<file path="src/rtl/rf_multiport_clr.sv">
// rf_multiport_clr
//   Datapath register file with one synchronous write port and NUM_RD
//   combinational read ports. Optional same-cycle write-to-read bypass and
//   optional hardwired-zero entry 0. A soft-clear sequencer walks every entry
//   to zero, one per cycle, and holds off writes via wready while it runs.
//
// Ports
//   clk       in   rising-edge clock
//   rst_n     in   asynchronous reset, active low
//   clr_req   in   start soft clear (only looked at while idle)
//   clr_busy  out  high while the clear sequence runs
//   we        in   write request
//   waddr     in   write address [AW-1:0]
//   wdata     in   write data [WIDTH-1:0]
//   wready    out  write accepted this cycle (write occurs on we & wready)
//   raddr     in   packed read addresses, port k = raddr[k*AW +: AW]
//   rdata     out  packed read data, port k = rdata[k*WIDTH +: WIDTH]
//
// state   | meaning
// S_IDLE  | normal operation, writes accepted, clr_req sampled
// S_CLEAR | zeroing mem[cnt] each cycle, writes stalled

module rf_multiport_clr #(
   parameter int WIDTH    = 64,
   parameter int DEPTH    = 8,
   parameter int NUM_RD   = 2,
   parameter bit BYPASS   = 1'b1,
   parameter bit ZERO_REG = 1'b0,
   localparam int AW      = $clog2(DEPTH)
) (
   input  logic                      clk,
   input  logic                      rst_n,
   input  logic                      clr_req,
   output logic                      clr_busy,
   input  logic                      we,
   input  logic [AW-1:0]             waddr,
   input  logic [WIDTH-1:0]          wdata,
   output logic                      wready,
   input  logic [NUM_RD*AW-1:0]      raddr,
   output logic [NUM_RD*WIDTH-1:0]   rdata
);

   localparam logic [AW-1:0] CNT_LAST = AW'(DEPTH - 1);

   typedef enum logic {S_IDLE = 1'b0, S_CLEAR = 1'b1} state_t;

   state_t            state, state_nxt;
   logic [AW-1:0]     cnt, cnt_nxt;
   logic [WIDTH-1:0]  mem [DEPTH];
   logic              wr_en;

   always_ff @(posedge clk or negedge rst_n) begin
      if (!rst_n) begin
         state <= S_IDLE;
         cnt   <= '0;
      end else begin
         state <= state_nxt;
         cnt   <= cnt_nxt;
      end
   end

   always_comb begin
      state_nxt = state;
      cnt_nxt   = cnt;
      case (state)
         S_IDLE: begin
            if (clr_req) begin
               state_nxt = S_CLEAR;
               cnt_nxt   = '0;
            end
         end
         S_CLEAR: begin
            cnt_nxt = cnt + AW'(1);
            if (cnt == CNT_LAST) begin
               state_nxt = S_IDLE;
               cnt_nxt   = '0;
            end
         end
         default: begin
            state_nxt = S_IDLE;
            cnt_nxt   = '0;
         end
      endcase
   end

   // wready is gated by rst_n so nothing is accepted or bypassed while the
   // block is held in reset, even though the state register already says idle.
   always_comb begin
      clr_busy = (state == S_CLEAR);
      wready   = (state == S_IDLE) && rst_n;
   end

   // Entry 0 is never written when it is hardwired to zero; this also keeps
   // the bypass from forwarding to address 0.
   assign wr_en = we && wready && !(ZERO_REG && (waddr == '0));

   always_ff @(posedge clk or negedge rst_n) begin
      if (!rst_n) begin
         for (int i = 0; i < DEPTH; i++) begin
            mem[i] <= '0;
         end
      end else if (state == S_CLEAR) begin
         mem[cnt] <= '0;
      end else if (wr_en) begin
         mem[waddr] <= wdata;
      end
   end

   for (genvar k = 0; k < NUM_RD; k++) begin : g_rd
      logic [AW-1:0] ra;
      logic          bypass_hit;
      logic          zero_hit;

      assign ra         = raddr[k*AW +: AW];
      assign bypass_hit = BYPASS && wr_en && (waddr == ra);
      assign zero_hit   = ZERO_REG && (ra == '0);
      assign rdata[k*WIDTH +: WIDTH] = zero_hit   ? '0 :
                                       bypass_hit ? wdata :
                                                    mem[ra];
   end

endmodule

</file>
<file path="config.mk">
export PLATFORM = sky130hd
export DESIGN_NAME = rf_multiport_clr
export DESIGN_NICKNAME = d
export VERILOG_FILES = /design/src/rtl/rf_multiport_clr.sv
export SDC_FILE = /design/constraint.sdc
export NUM_CORES = 1
export LEC_CHECK = 0
export CORE_UTILIZATION = 54
export CTS_BUF_LIST = sky130_fd_sc_hd__clkbuf_8 sky130_fd_sc_hd__clkbuf_16
export CTS_CLUSTER_DIAMETER = 50
export CTS_CLUSTER_SIZE = 12
export DETAILED_ROUTE_END_ITERATION = 8
export PLACE_DENSITY_LB_ADDON = 0.25
export SYNTH_ARGS = -nofsm -noshare
export SYNTH_HDL_FRONTEND = slang
export SYNTH_SLANG_ARGS = --single-unit
</file>
<file path="constraint.sdc">
create_clock -name clk -period 2 [get_ports clk]
set_input_delay 0.3 -clock clk [delete_from_list [all_inputs] [get_ports clk]]
set_output_delay 0.3 -clock clk [all_outputs]
set_load 0.02 [all_outputs]
</file>
Yosys cells after proc, flatten, opt, wreduce, memory -nomap -nowiden:

Index checks and enable logic that the tools add are counted.

* shifts and indexed selects: 0
* reductions and logical operators: 7
* eq/ne operators: 4
* bitwise logic cells: 7
* $mul: 0
* div/mod/pow operators: 0
* magnitude comparators: 6
* add/subtract/negate cells: 1
* multiplexer cells: 21

Operator list (count)
* 512-bit two-way mux: 2
* 512-bit bitwise AND: 1
* 512-bit bitwise mux: 1
* 64-bit two-way mux: 8
* 512-bit NOT: 1
* 64-bit binary-select mux with 3-bit select: 2
* 64-bit demux with 3-bit select: 2
* 4-bit >= comparator, second input constant: 4
* 3-bit NOT with 4-bit output: 4
* 4-bit by 1-bit less-than comparator with 1-bit output, second input constant: 2
* 3-bit equality test: 2
* 1-bit logical AND: 6
* 3-bit two-way mux: 2
* 3-bit case mux with 2 select lines: 1
* 3-bit by 1-bit adder with 3-bit output, second input constant: 1
* 3-bit equality test, second input constant: 1
* 1-bit two-way mux: 2
* 2-bit inequality test, second input constant: 1
* 1-bit case mux with 2 select lines: 1
* 2-bit nonzero test: 1
* 1-bit NOT: 1

* register bits after elaboration: 516
* memory bits (read-only): 0
* output and inout bits: 130
* bits in writable memories: 0
* bits in latches: 0
* input port bits: 77
* logic and storage cells: 56
* memories: 0

Depth between registers and ports, before layout:

Gate-level depths: netlist of the first run.

* depth in word-level cells: 8
* depth in mapped cells: 6
* gate-level depth less buffers: 5

Worst setup path before layout of the first run:

Ideal clock, no wire load.

* path kind: input-to-output
* start: in raddr[0]
* end: out rdata[0]
* buffers on the path: 2
* data arrival time: 1922 ps
* data required time: 1700 ps
* path slack: -222 ps
* stages: 5
* path through: clkbuf_1 buf_2 mux4_2 mux2_2 mux2_2

* longest elaborated chain between the ends: 5
* elaborated cells on any way between the ends: 7
* those cells by class: eq/ne: 1; mux: 4; bitwise: 1; reduce/logical: 1

Ends and longest elaborated chain
* start, declared: RTL line 39 `input logic [NUM_RD*AW-1:0] raddr,`
* 3-bit NOT with 4-bit output (implied by the code): RTL line 119 `mem[ra];`
* 64-bit binary-select mux with 3-bit select: RTL line 119
* 64-bit two-way mux (implied by the code) (2 in a row): RTL line 119
* 64-bit two-way mux *: RTL line 118 `bypass_hit ? wdata :`
* end, declared: RTL line 40 `output logic [NUM_RD*WIDTH-1:0] rdata`

Every way passes the cells marked *; elsewhere a longest branch is shown, timed or not. The select of a mux whose other input is x is not followed.

Final worst setup path of the first run:

* start: reg state (netlist: clr_busy)
* end: out rdata[0]

* longest elaborated chain between the ends: 5

Ends and longest elaborated chain
* start, declared: RTL line 47 `state_t state, state_nxt;`
* start signal, assigned: RTL line 57 `state <= state_nxt;`
* 1-bit NOT: RTL line 90 `wready = (state == S_IDLE) && rst_n;`
* 1-bit logical AND: RTL line 90
* 1-bit logical AND: RTL line 95 `assign wr_en = we && wready && !(ZERO_REG && (waddr == '0));`
* 1-bit logical AND: RTL line 115 `assign bypass_hit = BYPASS && wr_en && (waddr == ra);`
* 64-bit two-way mux: RTL line 118

Every way passes these cells.

==> results of run 1 <==
==> worst max-delay path, stage by stage, from the launching register on <==
cell and delay, ps:
dfrtp_2 400, and3b_2 270, buf_6 110, nand4_4 100
buf_12 190, clkbuf_16 200, mux2_2 300, buf_6 130
==> final cells by class <==
type,instances,area (sq um),area share [%]
Clock buffer,61,1480,4.03
Clock inverter,27,226,0.617
Inverter,3,11.3,0.0307
Multi-Input combinational cell,1080,14000,38.2
Sequential cell,516,12900,35.2
Tap cell,672,841,2.29
Timing Repair Buffer,762,7240,19.7
==> final timing paths <==
kind / cells after the start / slack, ps / to / start
setup / recovery: 7 / -640 / rdata[0] / clr_busy$_DFF_PN0_
hold / removal: 3 / 330 / clr_busy$_DFF_PN0_ / clr_req
setup reg to reg: 7 / 10 / mem[347]$_DFFE_PN0P_ / clr_busy$_DFF_PN0_
hold reg to reg: 1 / 520 / mem[96]$_DFFE_PN0P_ / mem[96]$_DFFE_PN0P_
max in group asynchronous: 4 / 400 / clr_busy$_DFF_PN0_ / rst_n
min in group asynchronous: 4 / 410 / mem[42]$_DFFE_PN0P_ / rst_n
==> per-layer routing <==
metal | up-vias | wire length (um)
met4 | 0 | 3130
li1 | 8664 | -
met2 | 1433 | 44000
met1 | 11400 | 36100
met3 | 262 | 10700
met5 | - | 0
==> state kept, by name, summed over array words and instances, names as in the netlist <==
name,count
mem,512
clr_busy,1
cnt,3
==> per-stage QoR <==
step	instance area [sq um]	hold WS [ps]	setup WS (ps)
floorplan	27900	4.41	-60.7
global placement	34300	338	-817
detailed placement	34300	339	-891
CTS	36200	319	-562
global route	36700	339	-685
finish	36700	334	-642
==> cell usage after synthesis (2+ instances only) <==
library cell / instances / share of area, %
buf_4: 2 / 0.054
a22o_1: 512 / 16
nand2_1: 4 / 0.054
clkbuf_1: 96 / 1.3
and3b_1: 4 / 0.13
dfrtp_1: 516 / 47
xnor2_1: 6 / 0.19
mux4_2: 256 / 21
nand3b_1: 2 / 0.054
and4b_1: 3 / 0.11
nor2_2: 4 / 0.091
buf_1: 74 / 1.0
nor2_1: 4 / 0.054
nor4bb_1: 2 / 0.073
nor3b_1: 2 / 0.054
a32oi_1: 2 / 0.063
mux2_2: 256 / 10
ha_1: 2 / 0.091
inv_1: 3 / 0.041
buf_6: 13 / 0.53
a21oi_1: 6 / 0.11
buf_2: 66 / 1.2
==> what timing repair did <==
| action | in CTS | in global routing |
|---|---|---|
| buffers inserted | 24 | 6 |
| setup endpoints to repair | 130 | 683 |
| hold buffers | 2 | 0 |
| pin swaps | 0 | 0 |
| gates cloned | 3 | 8 |
| endpoints found under the hold margin | 12 | 0 |
| gates resized for setup | 674 | 81 |
==> power by group through the flow <==
stage          Sequential (mW)  Clock [mW]  Combinational, mW
6_report                  13.2        10.0               11.9
4_1_cts                   13.2        10.1               11.5
3_5_place_dp              13.3           0               11.3
3_3_place_gp              13.2           0               11.1
2_1_floorplan             12.9           0               5.84
5_1_grt                   13.4        10.5               12.3
==> cells by family (layout without fill, tap and decap cells) <==
group	after synthesis	after routing	synth area share [%]
adders and majority gates	2	2	0.0906
xor gates and xnor gates	6	6	0.190
buffers and inverters	254	853	4.13
DFF	516	516	46.8
and+or+nand+nor	36	36	0.961
AOI/OAI and AO/OA	523	523	16.5
muxes	513	513	31.4
==> run_results.csv, run 1 <==
group,metric,value,unit
pwr,ir_worst_vdd,0.747,mV
logic_synthesis,synth_enable_flop_cells,0,
run_status,failed_checks,"setup timing",
worst_hold_path,min_path_type,"input pin to register",
logic_synthesis,synth_cells,1850,
placed_design,post-dp-hpwl,53.6,mm
final_layout,final_nets,2499,
logic_synthesis,syn_nets,1929,
timing,period_share,132,%
setup_path,startpoint_type,"register",
placed_design,portBuffers,206,
pwr,seqPwrFrac,37.7,%
logic_synthesis,avgSynthCellArea,14.9,sq um
run_status,status,"finished, violations left",
timing,slew_viol_final,0,
clock_tree,clk_path_buf_depth,3,
clock_tree,clock-sinks,516,
timing,fmax,379,MHz
timing,rsz0062_at_grt,"true",
setup_path,critPathCaptureType,"output port",
global_route,grt_max_degree,178,
logic_synthesis,synth_seq_cells,516,
clock_tree,cts_max_level,2,
routing,routed-via-count,21700,
clock_tree,cts_buffers,57,
global_route,grt_usage,35.7,%
setup_path,path_class,"register to output port",
final_layout,drive_gt1_share,53.1,%
timing,final.setup.worst_slack,-642,ps
timing,setup_viol,128,
pwr,power_leakage,17.7,nW
global_route,grt_pass1_vias,23400,
final_layout,mostFrequentLayoutCells,"dfrtp_1, a22o_1, buf_4",
timing,clock_skew,23.6,ps
global_route,grtUsageMet1,49.3,%
global_route,grt_use_met2,55.9,%
pwr,swShare,32.6,%
global_route,grt_pass1_wl,142,mm
routing,drcViolationCount,0,
pwr,clockPowerShare,28.5,%
routing,drt-vias-per-instance,6.97,
global_route,grt_util_met3,8.65,%
routing,ant_nets,0,
global_route,grt_overflow,0,
die,ios,207,
global_route,antenna_found_initial,0,
logic_synthesis,synth-seq-area-share,46.8,%
logic_synthesis,synth_ff_type,"dfrtp_1",
routing,dr.pass1.iters,6,
setup_path,path_max_fanout,6,
routing,post_drt_wl_per_cell,30.1,um
pwr,p_switching,11.4,mW
timing,slew_headroom,40.5,%
clock_tree,cts_tree,"yes",
pwr,p_comb_share,33.8,%
flow_run,cap_violations,0,
die,floorplan.rows,82,
pwr,power,35.1,mW
setup_path,required,1700,ps
timing,tns,-74630,ps
pwr,p_int,23.7,mW
die,coreArea,50300,sq um
die,initial_core_util,54.9,%
placed_design,gp_congestion,0.822,
die,dieArea,52000,sq um
placed_design,dp_cells,2990,
logic_synthesis,netlist-cell-type-count,37,
timing,fin_crit,2640,ps
final_layout,stdcell_count,3121,
final_layout,fin_util,73.0,%
timing,hold_violations,0,
die,die_y,228,um
die,dieWidth,228,um
clock_tree,clockRootBuffer,"clkbuf_16",
clock_tree,clk_latency,630,ps
final_layout,fillerInstances,3134,
final_layout,area_delta_synth_final,33.0,%
logic_synthesis,yosysWarnings,0,
routing,routed_wl,93.9,mm
global_route,grt_busiest_layer,"met2",
routing,initialDrtViolationCount,2275,
timing,worst_pin_slew,892,ps
final_layout,mostFrequentLayoutCell,"dfrtp_1",
logic_synthesis,async_flop_share,100,%
logic_synthesis,syn_area,27600,sq um
final_layout,antenna_cells,0,
clock_tree,clk_pin_slew,50,ps
setup_path,arrival,2340,ps
pwr,p_per_area,956,nW/um^2
(Power assumes the default switching activity.)
==> inputs of run 2 (changes only) <==
--- a/config.mk
+++ b/config.mk
@@ -5,7 +5,11 @@
 export SDC_FILE = /design/constraint.sdc
 export NUM_CORES = 1
 export LEC_CHECK = 0
-export CORE_UTILIZATION = 54
+export ABC_CLOCK_PERIOD_IN_PS = 2000
+export CELL_PAD_IN_SITES_DETAIL_PLACEMENT = 1
+export CELL_PAD_IN_SITES_GLOBAL_PLACEMENT = 1
+export CORE_ASPECT_RATIO = 0.9
+export CORE_UTILIZATION = 45
 export CTS_BUF_LIST = sky130_fd_sc_hd__clkbuf_8 sky130_fd_sc_hd__clkbuf_16
 export CTS_CLUSTER_DIAMETER = 50
 export CTS_CLUSTER_SIZE = 12
==> run 2 against run 1 <==
  * The flow still finishes with violations (setup timing)
  * Setup slack worse by 180 ps
  * Fmax is 6.4% lower
  * Die area is 20% higher
  * Clock skew is 7.6 ps lower
  * Via count is 2.1% higher
  * Cell count is 4.9% higher
  * Non-clock buffer count is 31 higher
  * Sequential power hardly changed
  * Count of clock-buffer cells in the layout is 6 higher
  * Largest power group unchanged
  * Highest routed layer is now met5
==> run_results.csv, run 2 (synthesis gave the netlist of run 1 again) <==
group,metric,value,unit
global_route,grt_pass1_vias,24400,
routing,drcViolationCount,0,
pwr,p_per_area,976,nW/um^2
die,floorplan.rows,85,
timing,setup_viol,191,
global_route,grtUsageMet1,45.2,%
timing,rsz0062_at_grt,"true",
setup_path,critPathCaptureType,"output port",
final_layout,mostFrequentLayoutCell,"dfrtp_1",
global_route,grt_util_met3,6.82,%
pwr,power,36.8,mW
final_layout,largest_register_ffs,512,
clock_tree,clk_path_buf_depth,3,
final_layout,fin_util,62.6,%
placed_design,post-dp-hpwl,61.8,mm
setup_path,arrival,2520,ps
final_layout,multi_input_area,13800,sq um
final_layout,area_delta_synth_final,36.5,%
timing,slew_viol_final,0,
routing,routed-via-count,22200,
die,dieWidth,263,um
setup_path,rrSetupSlack,-40,ps
flow_run,cap_violations,0,
setup_path,required,1700,ps
global_route,grt_pass1_wl,160,mm
global_route,grt_max_degree,154,
global_route,grt_use_met2,56.0,%
global_route,antenna_found_initial,1,
clock_tree,cts_tree,"yes",
setup_path,startpoint_type,"register",
placed_design,portBuffers,206,
routing,post_drt_wl_per_cell,33.8,um
routing,routed_wl,111,mm
setup_path,path_class,"register to output port",
final_layout,drive_gt1_share,54.2,%
timing,fmax,355,MHz
die,die_y,237,um
setup_path,path_max_fanout,10,
routing,drt-vias-per-instance,6.78,
pwr,ir_worst_vdd,0.842,mV
die,ios,207,
final_layout,mostFrequentLayoutCells,"dfrtp_1, a22o_1, buf_4",
routing,dr.pass1.iters,5,
final_layout,final_nets,2533,
clock_tree,clockRootBuffer,"clkbuf_16",
routing,ant_nets,0,
setup_path,crit_buf_inv,4,
run_status,status,"finished, violations left",
clock_tree,cts_buffers,60,
timing,worst_pin_slew,893,ps
placed_design,gp_congestion,0.799,
timing,final.setup.worst_slack,-821,ps
clock_tree,clock-sinks,516,
final_layout,regMostFlops,"mem",
die,coreArea,60200,sq um
run_status,failed_checks,"setup timing",
setup_path,cp_top_family,"buffers and inverters",
clock_tree,clk_latency,640,ps
pwr,power_leakage,18.0,nW
timing,fin_crit,2820,ps
clock_tree,cts_max_level,2,
die,dieArea,62300,sq um
timing,clock_skew,15.9,ps
setup_path,slowest_stage,"dfrtp_2",
die,initial_core_util,45.9,%
global_route,grt_busiest_layer,"met2",
timing,hold_violations,0,
final_layout,antenna_cells,0,
setup_path,cpMostUsedCell,"buf_6",
global_route,grt_usage,34.3,%
clock_tree,clk_pin_slew,70,ps
worst_hold_path,min_path_type,"input pin to asynchronous set/reset pin",
setup_path,max_stage_delay,410,ps
timing,period_share,141,%
global_route,grt_overflow,0,
routing,initialDrtViolationCount,2179,
final_layout,fillerInstances,5474,
timing,slew_headroom,40.5,%
placed_design,dp_slack,-1040,ps
setup_path,path_cells,"and3b_2 > nand4_1 > buf_6 > buf_8 > buf_12 > mux2_4 > buf_6",
final_layout,regArea,12900,sq um
run 2: cell type report:
class	count	area share, %
sequential	516	34.3
multi-input combinational	1080	36.7
clock buffer	67	4.27
clock inverter	31	0.966
timing repair buffer	793	21.1
tap	783	2.60
inverter	3	0.0299
run 2: path summary, 6_finish.rpt:
kind                       cells after the start                 start                    to
max                                            7    clr_busy$_DFF_PN0_             rdata[68]
min                                            3                 rst_n  mem[395]$_DFFE_PN0P_
max reg2reg                                    7    clr_busy$_DFF_PN0_   mem[70]$_DFFE_PN0P_
min reg2reg                                    1  mem[509]$_DFFE_PN0P_  mem[509]$_DFFE_PN0P_
max in group asynchronous                      4                 rst_n  mem[355]$_DFFE_PN0P_
min in group clk                               3               clr_req    clr_busy$_DFF_PN0_
run 2: worst register-to-register path: cells and delay by family, from the launching register on:
kind,cells,cell delay [ps]
AOI/OAI and AO/OA,1,180
buffers and inverters,4,790
DFF,1,410
and+or+nand+nor,2,610
run 2: stage by stage:
stage	instance area (sq um)	setup TNS, ps	hold slack [ps]	instances
global route	37700	-97780	183	3273
detailed placement	34700	-289460	344	3129
global placement	34700	-273110	351	3129
CTS	36700	-95240	115	3243
finish	37700	-91570	110	3273
floorplan	27900	-3400	4.41	1850
run 2: timing repair:
action	in CTS	in global routing
hold buffers	1	0
buffers inserted	9	18
cloned	6	17
pin swaps	0	5
resized for setup	497	284
setup endpoints to repair	274	379
hold endpoints to repair	16	0
run 2: power breakdown:
| group | switching (mW) | internal [mW] | total [mW] |
|---|---|---|---|
| clock network | 4.79 | 6.64 | 11.4 |
| registers | 1.40 | 12.0 | 13.4 |
| logic | 5.96 | 6.05 | 12.0 |
| total | 12.1 | 24.7 | 36.8 |
run 2: metal layers:
layer	share of wire, %	up-vias	routed length [um]
met3	9.5	267	10500
met1	39	11900	42600
li1	-	8737	-
met4	3.6	2	4010
met2	48	1304	53500
met5	0.014	-	15
